File: src/rtl/id_ex_stage_if.sv
// -----------------------------------------------------------------------------
// id_ex_stage_if
// Bundles every non-clock/reset signal of the ID/EX pipeline stage.
//   master : the surrounding pipeline (drives ID fields, producer buses and
//            stall/flush; observes the EX-side outputs)
//   slave  : the id_ex_stage register itself
// Signal groups:
//   control   stall, flush
//   ID side   id_valid, id_reg_write, id_rs1/rs2/rd_addr, id_rd1, id_rd2,
//             id_imm, id_alu_src, id_operation
//   producers mem_reg_write/mem_rd_addr/mem_result (EX/MEM),
//             wb_reg_write/wb_rd_addr/wb_result (MEM/WB)
//   EX side   SrcA, SrcB, Operation, ex_valid, ex_reg_write, ex_rd_addr,
//             ex_store_data, fwd_a_sel, fwd_b_sel
// -----------------------------------------------------------------------------
interface id_ex_stage_if #(
   parameter int DATA_WIDTH    = 32,
   parameter int OPCODE_LENGTH = 4,
   parameter int REG_ADDR_W    = 5
);
   logic                     stall;
   logic                     flush;
   logic                     id_valid;
   logic                     id_reg_write;
   logic [REG_ADDR_W-1:0]    id_rs1_addr;
   logic [REG_ADDR_W-1:0]    id_rs2_addr;
   logic [REG_ADDR_W-1:0]    id_rd_addr;
   logic [DATA_WIDTH-1:0]    id_rd1;
   logic [DATA_WIDTH-1:0]    id_rd2;
   logic [DATA_WIDTH-1:0]    id_imm;
   logic                     id_alu_src;
   logic [OPCODE_LENGTH-1:0] id_operation;
   logic                     mem_reg_write;
   logic [REG_ADDR_W-1:0]    mem_rd_addr;
   logic [DATA_WIDTH-1:0]    mem_result;
   logic                     wb_reg_write;
   logic [REG_ADDR_W-1:0]    wb_rd_addr;
   logic [DATA_WIDTH-1:0]    wb_result;
   logic [DATA_WIDTH-1:0]    SrcA;
   logic [DATA_WIDTH-1:0]    SrcB;
   logic [OPCODE_LENGTH-1:0] Operation;
   logic                     ex_valid;
   logic                     ex_reg_write;
   logic [REG_ADDR_W-1:0]    ex_rd_addr;
   logic [DATA_WIDTH-1:0]    ex_store_data;
   logic [1:0]               fwd_a_sel;
   logic [1:0]               fwd_b_sel;

   modport master (
      output stall, flush, id_valid, id_reg_write, id_rs1_addr, id_rs2_addr,
             id_rd_addr, id_rd1, id_rd2, id_imm, id_alu_src, id_operation,
             mem_reg_write, mem_rd_addr, mem_result,
             wb_reg_write, wb_rd_addr, wb_result,
      input  SrcA, SrcB, Operation, ex_valid, ex_reg_write, ex_rd_addr,
             ex_store_data, fwd_a_sel, fwd_b_sel
   );

   modport slave (
      input  stall, flush, id_valid, id_reg_write, id_rs1_addr, id_rs2_addr,
             id_rd_addr, id_rd1, id_rd2, id_imm, id_alu_src, id_operation,
             mem_reg_write, mem_rd_addr, mem_result,
             wb_reg_write, wb_rd_addr, wb_result,
      output SrcA, SrcB, Operation, ex_valid, ex_reg_write, ex_rd_addr,
             ex_store_data, fwd_a_sel, fwd_b_sel
   );
endinterface

File: src/rtl/id_ex_stage.sv
// -----------------------------------------------------------------------------
// id_ex_stage
// ID/EX pipeline register with operand forwarding from the EX/MEM and MEM/WB
// producers.
// Ports:
//   clk    rising-edge clock
//   reset  synchronous, active-low; clears every stage field, beats stall/flush
//   bus    id_ex_stage_if.slave (ID inputs, producer buses, stall/flush, EX outputs)
// Build option:
//   ID_EX_FORWARD_EN defined   : forwarding muxes plus operand refresh on stall.
//   ID_EX_FORWARD_EN undefined : selects tied to 00, operands are the
//                                registered rd1/rd2, stall is a pure hold and
//                                the producer buses are ignored.
// -----------------------------------------------------------------------------
module id_ex_stage #(
   parameter int DATA_WIDTH    = 32,
   parameter int OPCODE_LENGTH = 4,
   parameter int REG_ADDR_W    = 5
) (
   input  logic          clk,
   input  logic          reset,
   id_ex_stage_if.slave  bus
);

   logic                     r_vld_p1;
   logic                     r_reg_write_p1;
   logic [REG_ADDR_W-1:0]    r_rs1_addr_p1;
   logic [REG_ADDR_W-1:0]    r_rs2_addr_p1;
   logic [REG_ADDR_W-1:0]    r_rd_addr_p1;
   logic [DATA_WIDTH-1:0]    r_rd1_p1;
   logic [DATA_WIDTH-1:0]    r_rd2_p1;
   logic [DATA_WIDTH-1:0]    r_imm_p1;
   logic                     r_alu_src_p1;
   logic [OPCODE_LENGTH-1:0] r_op_p1;

   logic [1:0]               w_fwd_a_sel;
   logic [1:0]               w_fwd_b_sel;
   logic [DATA_WIDTH-1:0]    w_fwd_a;
   logic [DATA_WIDTH-1:0]    w_fwd_b;

`ifdef ID_EX_FORWARD_EN
   // MEM is the younger producer, so it is checked first. x0 and bubbles
   // never forward.
   function automatic logic [1:0] fwd_sel(
      input logic                  vld,
      input logic [REG_ADDR_W-1:0] rs,
      input logic                  mem_we,
      input logic [REG_ADDR_W-1:0] mem_rd,
      input logic                  wb_we,
      input logic [REG_ADDR_W-1:0] wb_rd
   );
      if (!vld || rs == '0)          return 2'b00;
      if (mem_we && mem_rd == rs)    return 2'b10;
      if (wb_we && wb_rd == rs)      return 2'b01;
      return 2'b00;
   endfunction

   function automatic logic [DATA_WIDTH-1:0] fwd_val(
      input logic [1:0]            sel,
      input logic [DATA_WIDTH-1:0] reg_val,
      input logic [DATA_WIDTH-1:0] mem_val,
      input logic [DATA_WIDTH-1:0] wb_val
   );
      case (sel)
         2'b10:   return mem_val;
         2'b01:   return wb_val;
         default: return reg_val;
      endcase
   endfunction

   always_comb begin
      w_fwd_a_sel = fwd_sel(r_vld_p1, r_rs1_addr_p1, bus.mem_reg_write,
                            bus.mem_rd_addr, bus.wb_reg_write, bus.wb_rd_addr);
      w_fwd_b_sel = fwd_sel(r_vld_p1, r_rs2_addr_p1, bus.mem_reg_write,
                            bus.mem_rd_addr, bus.wb_reg_write, bus.wb_rd_addr);
      w_fwd_a     = fwd_val(w_fwd_a_sel, r_rd1_p1, bus.mem_result, bus.wb_result);
      w_fwd_b     = fwd_val(w_fwd_b_sel, r_rd2_p1, bus.mem_result, bus.wb_result);
   end
`else
   always_comb begin
      w_fwd_a_sel = 2'b00;
      w_fwd_b_sel = 2'b00;
      w_fwd_a     = r_rd1_p1;
      w_fwd_b     = r_rd2_p1;
   end

   logic w_unused_producers;
   assign w_unused_producers = ^{bus.mem_reg_write, bus.mem_rd_addr, bus.mem_result,
                                 bus.wb_reg_write, bus.wb_rd_addr, bus.wb_result};
`endif

   // ---- ID -> EX boundary (p1) ----
   always_ff @(posedge clk) begin
      if (!reset) begin
         r_vld_p1       <= 1'b0;
         r_reg_write_p1 <= 1'b0;
         r_rs1_addr_p1  <= '0;
         r_rs2_addr_p1  <= '0;
         r_rd_addr_p1   <= '0;
         r_rd1_p1       <= '0;
         r_rd2_p1       <= '0;
         r_imm_p1       <= '0;
         r_alu_src_p1   <= 1'b0;
         r_op_p1        <= '0;
      end else if (bus.flush) begin
         // Bubble: only the fields that can cause side effects are cleared.
         r_vld_p1       <= 1'b0;
         r_reg_write_p1 <= 1'b0;
         r_op_p1        <= '0;
         r_rd_addr_p1   <= '0;
      end else if (bus.stall) begin
`ifdef ID_EX_FORWARD_EN
         // A producer may retire while we are held; latch its value now so
         // the operand survives once that producer leaves the pipe.
         if (w_fwd_a_sel != 2'b00) r_rd1_p1 <= w_fwd_a;
         if (w_fwd_b_sel != 2'b00) r_rd2_p1 <= w_fwd_b;
`endif
      end else begin
         r_vld_p1       <= bus.id_valid;
         r_reg_write_p1 <= bus.id_valid & bus.id_reg_write;
         r_op_p1        <= bus.id_valid ? bus.id_operation : '0;
         r_rd_addr_p1   <= bus.id_valid ? bus.id_rd_addr : '0;
         r_rs1_addr_p1  <= bus.id_rs1_addr;
         r_rs2_addr_p1  <= bus.id_rs2_addr;
         r_rd1_p1       <= bus.id_rd1;
         r_rd2_p1       <= bus.id_rd2;
         r_imm_p1       <= bus.id_imm;
         r_alu_src_p1   <= bus.id_alu_src;
      end
   end

   assign bus.SrcA          = w_fwd_a;
   assign bus.ex_store_data = w_fwd_b;
   assign bus.SrcB          = r_alu_src_p1 ? r_imm_p1 : w_fwd_b;
   assign bus.Operation     = r_op_p1;
   assign bus.ex_rd_addr    = r_rd_addr_p1;
   assign bus.ex_valid      = r_vld_p1;
   assign bus.ex_reg_write  = r_reg_write_p1 & r_vld_p1;
   assign bus.fwd_a_sel     = w_fwd_a_sel;
   assign bus.fwd_b_sel     = w_fwd_b_sel;

endmodule

File: src/flat_wrapper.sv
// flat-port wrapper written by rule: the top's interface ports become plain ports
module id_ex_stage_flat 
#(
   parameter int DATA_WIDTH    = 32,
   parameter int OPCODE_LENGTH = 4,
   parameter int REG_ADDR_W    = 5
)
  (clk, reset, bus_stall, bus_flush, bus_id_valid, bus_id_reg_write, bus_id_rs1_addr, bus_id_rs2_addr, bus_id_rd_addr, bus_id_rd1, bus_id_rd2, bus_id_imm, bus_id_alu_src, bus_id_operation, bus_mem_reg_write, bus_mem_rd_addr, bus_mem_result, bus_wb_reg_write, bus_wb_rd_addr, bus_wb_result, bus_SrcA, bus_SrcB, bus_Operation, bus_ex_valid, bus_ex_reg_write, bus_ex_rd_addr, bus_ex_store_data, bus_fwd_a_sel, bus_fwd_b_sel);
  id_ex_stage_if #(.DATA_WIDTH(DATA_WIDTH), .OPCODE_LENGTH(OPCODE_LENGTH), .REG_ADDR_W(REG_ADDR_W)) bus_i ();
  input  logic clk;
  input  logic reset;
  input wire logic [$bits(bus_i.stall)-1:0] bus_stall;
  input wire logic [$bits(bus_i.flush)-1:0] bus_flush;
  input wire logic [$bits(bus_i.id_valid)-1:0] bus_id_valid;
  input wire logic [$bits(bus_i.id_reg_write)-1:0] bus_id_reg_write;
  input wire logic [$bits(bus_i.id_rs1_addr)-1:0] bus_id_rs1_addr;
  input wire logic [$bits(bus_i.id_rs2_addr)-1:0] bus_id_rs2_addr;
  input wire logic [$bits(bus_i.id_rd_addr)-1:0] bus_id_rd_addr;
  input wire logic [$bits(bus_i.id_rd1)-1:0] bus_id_rd1;
  input wire logic [$bits(bus_i.id_rd2)-1:0] bus_id_rd2;
  input wire logic [$bits(bus_i.id_imm)-1:0] bus_id_imm;
  input wire logic [$bits(bus_i.id_alu_src)-1:0] bus_id_alu_src;
  input wire logic [$bits(bus_i.id_operation)-1:0] bus_id_operation;
  input wire logic [$bits(bus_i.mem_reg_write)-1:0] bus_mem_reg_write;
  input wire logic [$bits(bus_i.mem_rd_addr)-1:0] bus_mem_rd_addr;
  input wire logic [$bits(bus_i.mem_result)-1:0] bus_mem_result;
  input wire logic [$bits(bus_i.wb_reg_write)-1:0] bus_wb_reg_write;
  input wire logic [$bits(bus_i.wb_rd_addr)-1:0] bus_wb_rd_addr;
  input wire logic [$bits(bus_i.wb_result)-1:0] bus_wb_result;
  output wire logic [$bits(bus_i.SrcA)-1:0] bus_SrcA;
  output wire logic [$bits(bus_i.SrcB)-1:0] bus_SrcB;
  output wire logic [$bits(bus_i.Operation)-1:0] bus_Operation;
  output wire logic [$bits(bus_i.ex_valid)-1:0] bus_ex_valid;
  output wire logic [$bits(bus_i.ex_reg_write)-1:0] bus_ex_reg_write;
  output wire logic [$bits(bus_i.ex_rd_addr)-1:0] bus_ex_rd_addr;
  output wire logic [$bits(bus_i.ex_store_data)-1:0] bus_ex_store_data;
  output wire logic [$bits(bus_i.fwd_a_sel)-1:0] bus_fwd_a_sel;
  output wire logic [$bits(bus_i.fwd_b_sel)-1:0] bus_fwd_b_sel;
  assign bus_i.stall = bus_stall;
  assign bus_i.flush = bus_flush;
  assign bus_i.id_valid = bus_id_valid;
  assign bus_i.id_reg_write = bus_id_reg_write;
  assign bus_i.id_rs1_addr = bus_id_rs1_addr;
  assign bus_i.id_rs2_addr = bus_id_rs2_addr;
  assign bus_i.id_rd_addr = bus_id_rd_addr;
  assign bus_i.id_rd1 = bus_id_rd1;
  assign bus_i.id_rd2 = bus_id_rd2;
  assign bus_i.id_imm = bus_id_imm;
  assign bus_i.id_alu_src = bus_id_alu_src;
  assign bus_i.id_operation = bus_id_operation;
  assign bus_i.mem_reg_write = bus_mem_reg_write;
  assign bus_i.mem_rd_addr = bus_mem_rd_addr;
  assign bus_i.mem_result = bus_mem_result;
  assign bus_i.wb_reg_write = bus_wb_reg_write;
  assign bus_i.wb_rd_addr = bus_wb_rd_addr;
  assign bus_i.wb_result = bus_wb_result;
  assign bus_SrcA = bus_i.SrcA;
  assign bus_SrcB = bus_i.SrcB;
  assign bus_Operation = bus_i.Operation;
  assign bus_ex_valid = bus_i.ex_valid;
  assign bus_ex_reg_write = bus_i.ex_reg_write;
  assign bus_ex_rd_addr = bus_i.ex_rd_addr;
  assign bus_ex_store_data = bus_i.ex_store_data;
  assign bus_fwd_a_sel = bus_i.fwd_a_sel;
  assign bus_fwd_b_sel = bus_i.fwd_b_sel;
  id_ex_stage #(.DATA_WIDTH(DATA_WIDTH), .OPCODE_LENGTH(OPCODE_LENGTH), .REG_ADDR_W(REG_ADDR_W)) u_core (.clk(clk), .reset(reset), .bus(bus_i));
endmodule
File: config.mk
export PLATFORM = sky130hd
export DESIGN_NAME = id_ex_stage_flat
export DESIGN_NICKNAME = d
export VERILOG_FILES = /design/src/rtl/id_ex_stage_if.sv /design/src/rtl/id_ex_stage.sv /design/src/flat_wrapper.sv
export SDC_FILE = /design/constraint.sdc
export NUM_CORES = 1
export LEC_CHECK = 0
export BUFFER_PORTS_ARGS = -buffer_cell sky130_fd_sc_hd__buf_2
export CELL_PAD_IN_SITES_DETAIL_PLACEMENT = 1
export CELL_PAD_IN_SITES_GLOBAL_PLACEMENT = 2
export CORE_ASPECT_RATIO = 2
export CORE_MARGIN = 1
export CORE_UTILIZATION = 23
export CTS_CLUSTER_DIAMETER = 200
export DETAILED_ROUTE_END_ITERATION = 16
export PLACE_DENSITY_LB_ADDON = 0.1
export SYNTH_ARGS = -nofsm -noshare
export SYNTH_HDL_FRONTEND = slang
export SYNTH_SLANG_ARGS = --single-unit
File: constraint.sdc
create_clock -name clk -period 1.45 [get_ports clk]
set_clock_uncertainty 0.05 [all_clocks]
set_input_delay 0.145 -clock clk [delete_from_list [all_inputs] [get_ports clk]]
set_output_delay 0.145 -clock clk [all_outputs]
set_load 0.02 [all_outputs]
==> results.sh <==
export IMPL_outcome="finished with violations"
export IMPL_failed_checks="setup timing"
export IMPL_seq_area_frac_synth_pct=44.6
export IMPL_cts_htree_levels=3
export IMPL_finalHoldViolCount=0
export IMPL_layout_cells_non_filler=996
export IMPL_period_minus_slack_ns=1.62
export IMPL_p_leak_nw=2.83
export IMPL_fmax_mhz=616
export IMPL_wl_per_cell_um=16.3
export IMPL_viasPerCell=4.66
export IMPL_cts_tree="done"
export IMPL_dr_pass1_iters=4
export IMPL_die_y_um=207
export IMPL_dp_cells=968
export IMPL_die_x_um=105
export IMPL_worst_slack_ns=-0.173
export IMPL_grt_antenna_before_repair=4
export IMPL_clkTransAtPathRegs_ns=0.07
export IMPL_via_count=4640
export IMPL_place_area_um2=6200
export IMPL_cp_required_ns=1.25
export IMPL_yosysWarnings=0
export IMPL_clock_latency_ns=0.36
export IMPL_pin_count=309
export IMPL_finalPower_mw=6.69
export IMPL_maxCapViolCount=0
export IMPL_initial_utilization_pct=23.6
export IMPL_crit_chain="buf_12 -> mux2_2 -> buf_4"
export IMPL_grt_first_pass_wirelength_mm=25.6
export IMPL_area_growth_pct=37.2
export IMPL_syn_inst=532
export IMPL_maxSlewViolCount=0
export IMPL_finalWeightedCongestion=0.690
export IMPL_die_area_um2=21700
export IMPL_drive_gt1_share_pct=42.4
export IMPL_hpwl_mm=11.4
export IMPL_setup_viol=32
export IMPL_cts_buffers=9
export IMPL_worstPathMaxFanout=14
export IMPL_cp_arrival_ns=1.43
export IMPL_drt_iter0_drc=103
export IMPL_route_detailed_drc=0
export IMPL_crit_buf_inv=2
export IMPL_power_density_nw_per_um2=1010
export IMPL_critPathMaxStageDelay_ns=0.38
export IMPL_ys_types=19
export IMPL_synth_seq_cells=108
export IMPL_cts_buffer_depth=2
export IMPL_period_share_pct=112
export IMPL_cts_sinks=108
export IMPL_antenna_left=0
export IMPL_grt_ovfl_total=0
export IMPL_grtUsageTotal_pct=15.0
export IMPL_fin_area_um2=6650
export IMPL_io_buffer_count=218
export IMPL_ir_drop_mv=0.437
export IMPL_crit_path_end_kind="primary output"
export IMPL_worst_hold_path_type="in -> reg"
export IMPL_cts_setup_buffers=0
export IMPL_grt_pass1_vias=4702
export IMPL_synth_area_um2=4850
export IMPL_rsz0062_at_grt="true"
export IMPL_final_setup_tns_ns=-4.75
export IMPL_critPathLaunchType="flip-flop"
export IMPL_crit_family="flip-flops"
export IMPL_drt_wl_total_mm=16.3
export IMPL_rows=74
export IMPL_syn_avg_cell_area_um2=9.12
export IMPL_core_um2=20600
export IMPL_slowest_stage="dfxtp_4"
export IMPL_path_class="reg -> out"
export IMPL_grt_max_degree=76
export IMPL_root_buffer="clkbuf_16"
export IMPL_finalNetCount=919
[cells in the mapped netlist (all sizes together)]
cell type,number,area (um^2)
nand2b,1,6.26
dfxtp,108,2160
mux2,32,360
o21ai,97,485
nand2,10,37.5
or3b,97,850
buf,18,131
mux2i,1,10.0
nor2,1,3.75
and2,1,6.26
nand3b,10,75.1
conb,1,3.75
clkbuf,47,179
a21oi,107,536
inv,1,3.75
[placed cells by master (no fill, tap or decap), types with 8 or more instances in the layout]
cell type,instances
clkbuf_16,9
mux2_2,27
buf_12,9
nand2_1,10
nand3b_1,10
dfxtp_1,107
or3b_1,70
buf_4,11
a21oi_1,107
or3b_2,27
dlygate4sd3_1,8
o21ai_0,97
buf_2,205
[registers in the layout (all words and copies together) (netlist names)]
signal,cells
u_core.bus.ex_valid,1
u_core.bus.SrcA,32
u_core.bus.ex_store_data,32
u_core.bus.ex_rd_addr,5
u_core.bus.Operation,4
u_core.r_reg_write_p1,1
u_core.r_alu_src_p1,1
u_core.r_imm_p1,32
[where the power goes]
part / total, mW / switching (mW) / internal [mW]
Combinational: 1.07 / 0.594 / 0.474
Clock: 2.47 / 1.16 / 1.31
Sequential: 3.16 / 0.0671 / 3.09
Total: 6.69 / 1.82 / 4.87
[layout make-up]
type / count / area (um^2)
flip-flops and latches: 108 / 2170
clock buffers: 13 / 270
fillers: 2513 / 13900
repair buffers: 240 / 1450
clock inverters: 3 / 20.0
inverters: 1 / 3.75
multi-input cells: 361 / 2400
diodes: 4 / 10.0
well taps: 266 / 333
[worst paths after layout]
kind                                        start                               endpoint  slack (ns)  cells past startpoint
min                             bus_id_rd_addr[3]  u_core.bus.ex_rd_addr[3]$_SDFFE_PP0N_        0.02                      3
max              u_core.r_alu_src_p1$_SDFFE_PN0P_                            bus_SrcB[4]       -0.17                      3
max reg2reg      u_core.r_alu_src_p1$_SDFFE_PN0P_       u_core.r_alu_src_p1$_SDFFE_PN0P_        0.55                      3
min reg2reg  u_core.bus.Operation[0]$_SDFFE_PP0N_   u_core.bus.Operation[0]$_SDFFE_PP0N_        0.41                      2
[tightest hold or removal path, stage by stage]
cell	delay, ns
buf_2	0.09
nand3b_1	0.08
a21oi_1	0.06
[per-stage QoR]
stage / util (%) / hold WS [ns] / setup WS [ns]
floorplan: - / 0.246 / 0.142
global placement: 30.2 / 0.372 / 0.115
detailed placement: 30.2 / 0.378 / 0.0826
CTS: 32.1 / 0.00211 / -0.205
global route: 32.4 / 0.0163 / -0.221
finish: 32.4 / 0.0214 / -0.173
[repair_timing]
item	in CTS	in global routing
gates resized for setup	12	12
gates cloned	0	0
hold buffers	8	0
hold endpoints to repair	8	0
endpoints found under the setup margin	32	32
[metal layers]
layer / GRT usage (%) / routed length (um)
met3: 3.92 / 941
met5: 0 / 0
met1: 15.9 / 6320
met4: 6.46 / 246
met2: 27.4 / 8780
[kinds of logic after synthesis]
| group | synth area share [%] |
|---|---|
| AOI/OAI and AO/OA | 21.1 |
| buffers and inverters | 6.48 |
| DFF | 44.6 |
| muxes | 7.64 |
| other | 0.0773 |
| and+or+nand+nor | 20.2 |
Note: power is estimated with default switching activity, not from simulation.
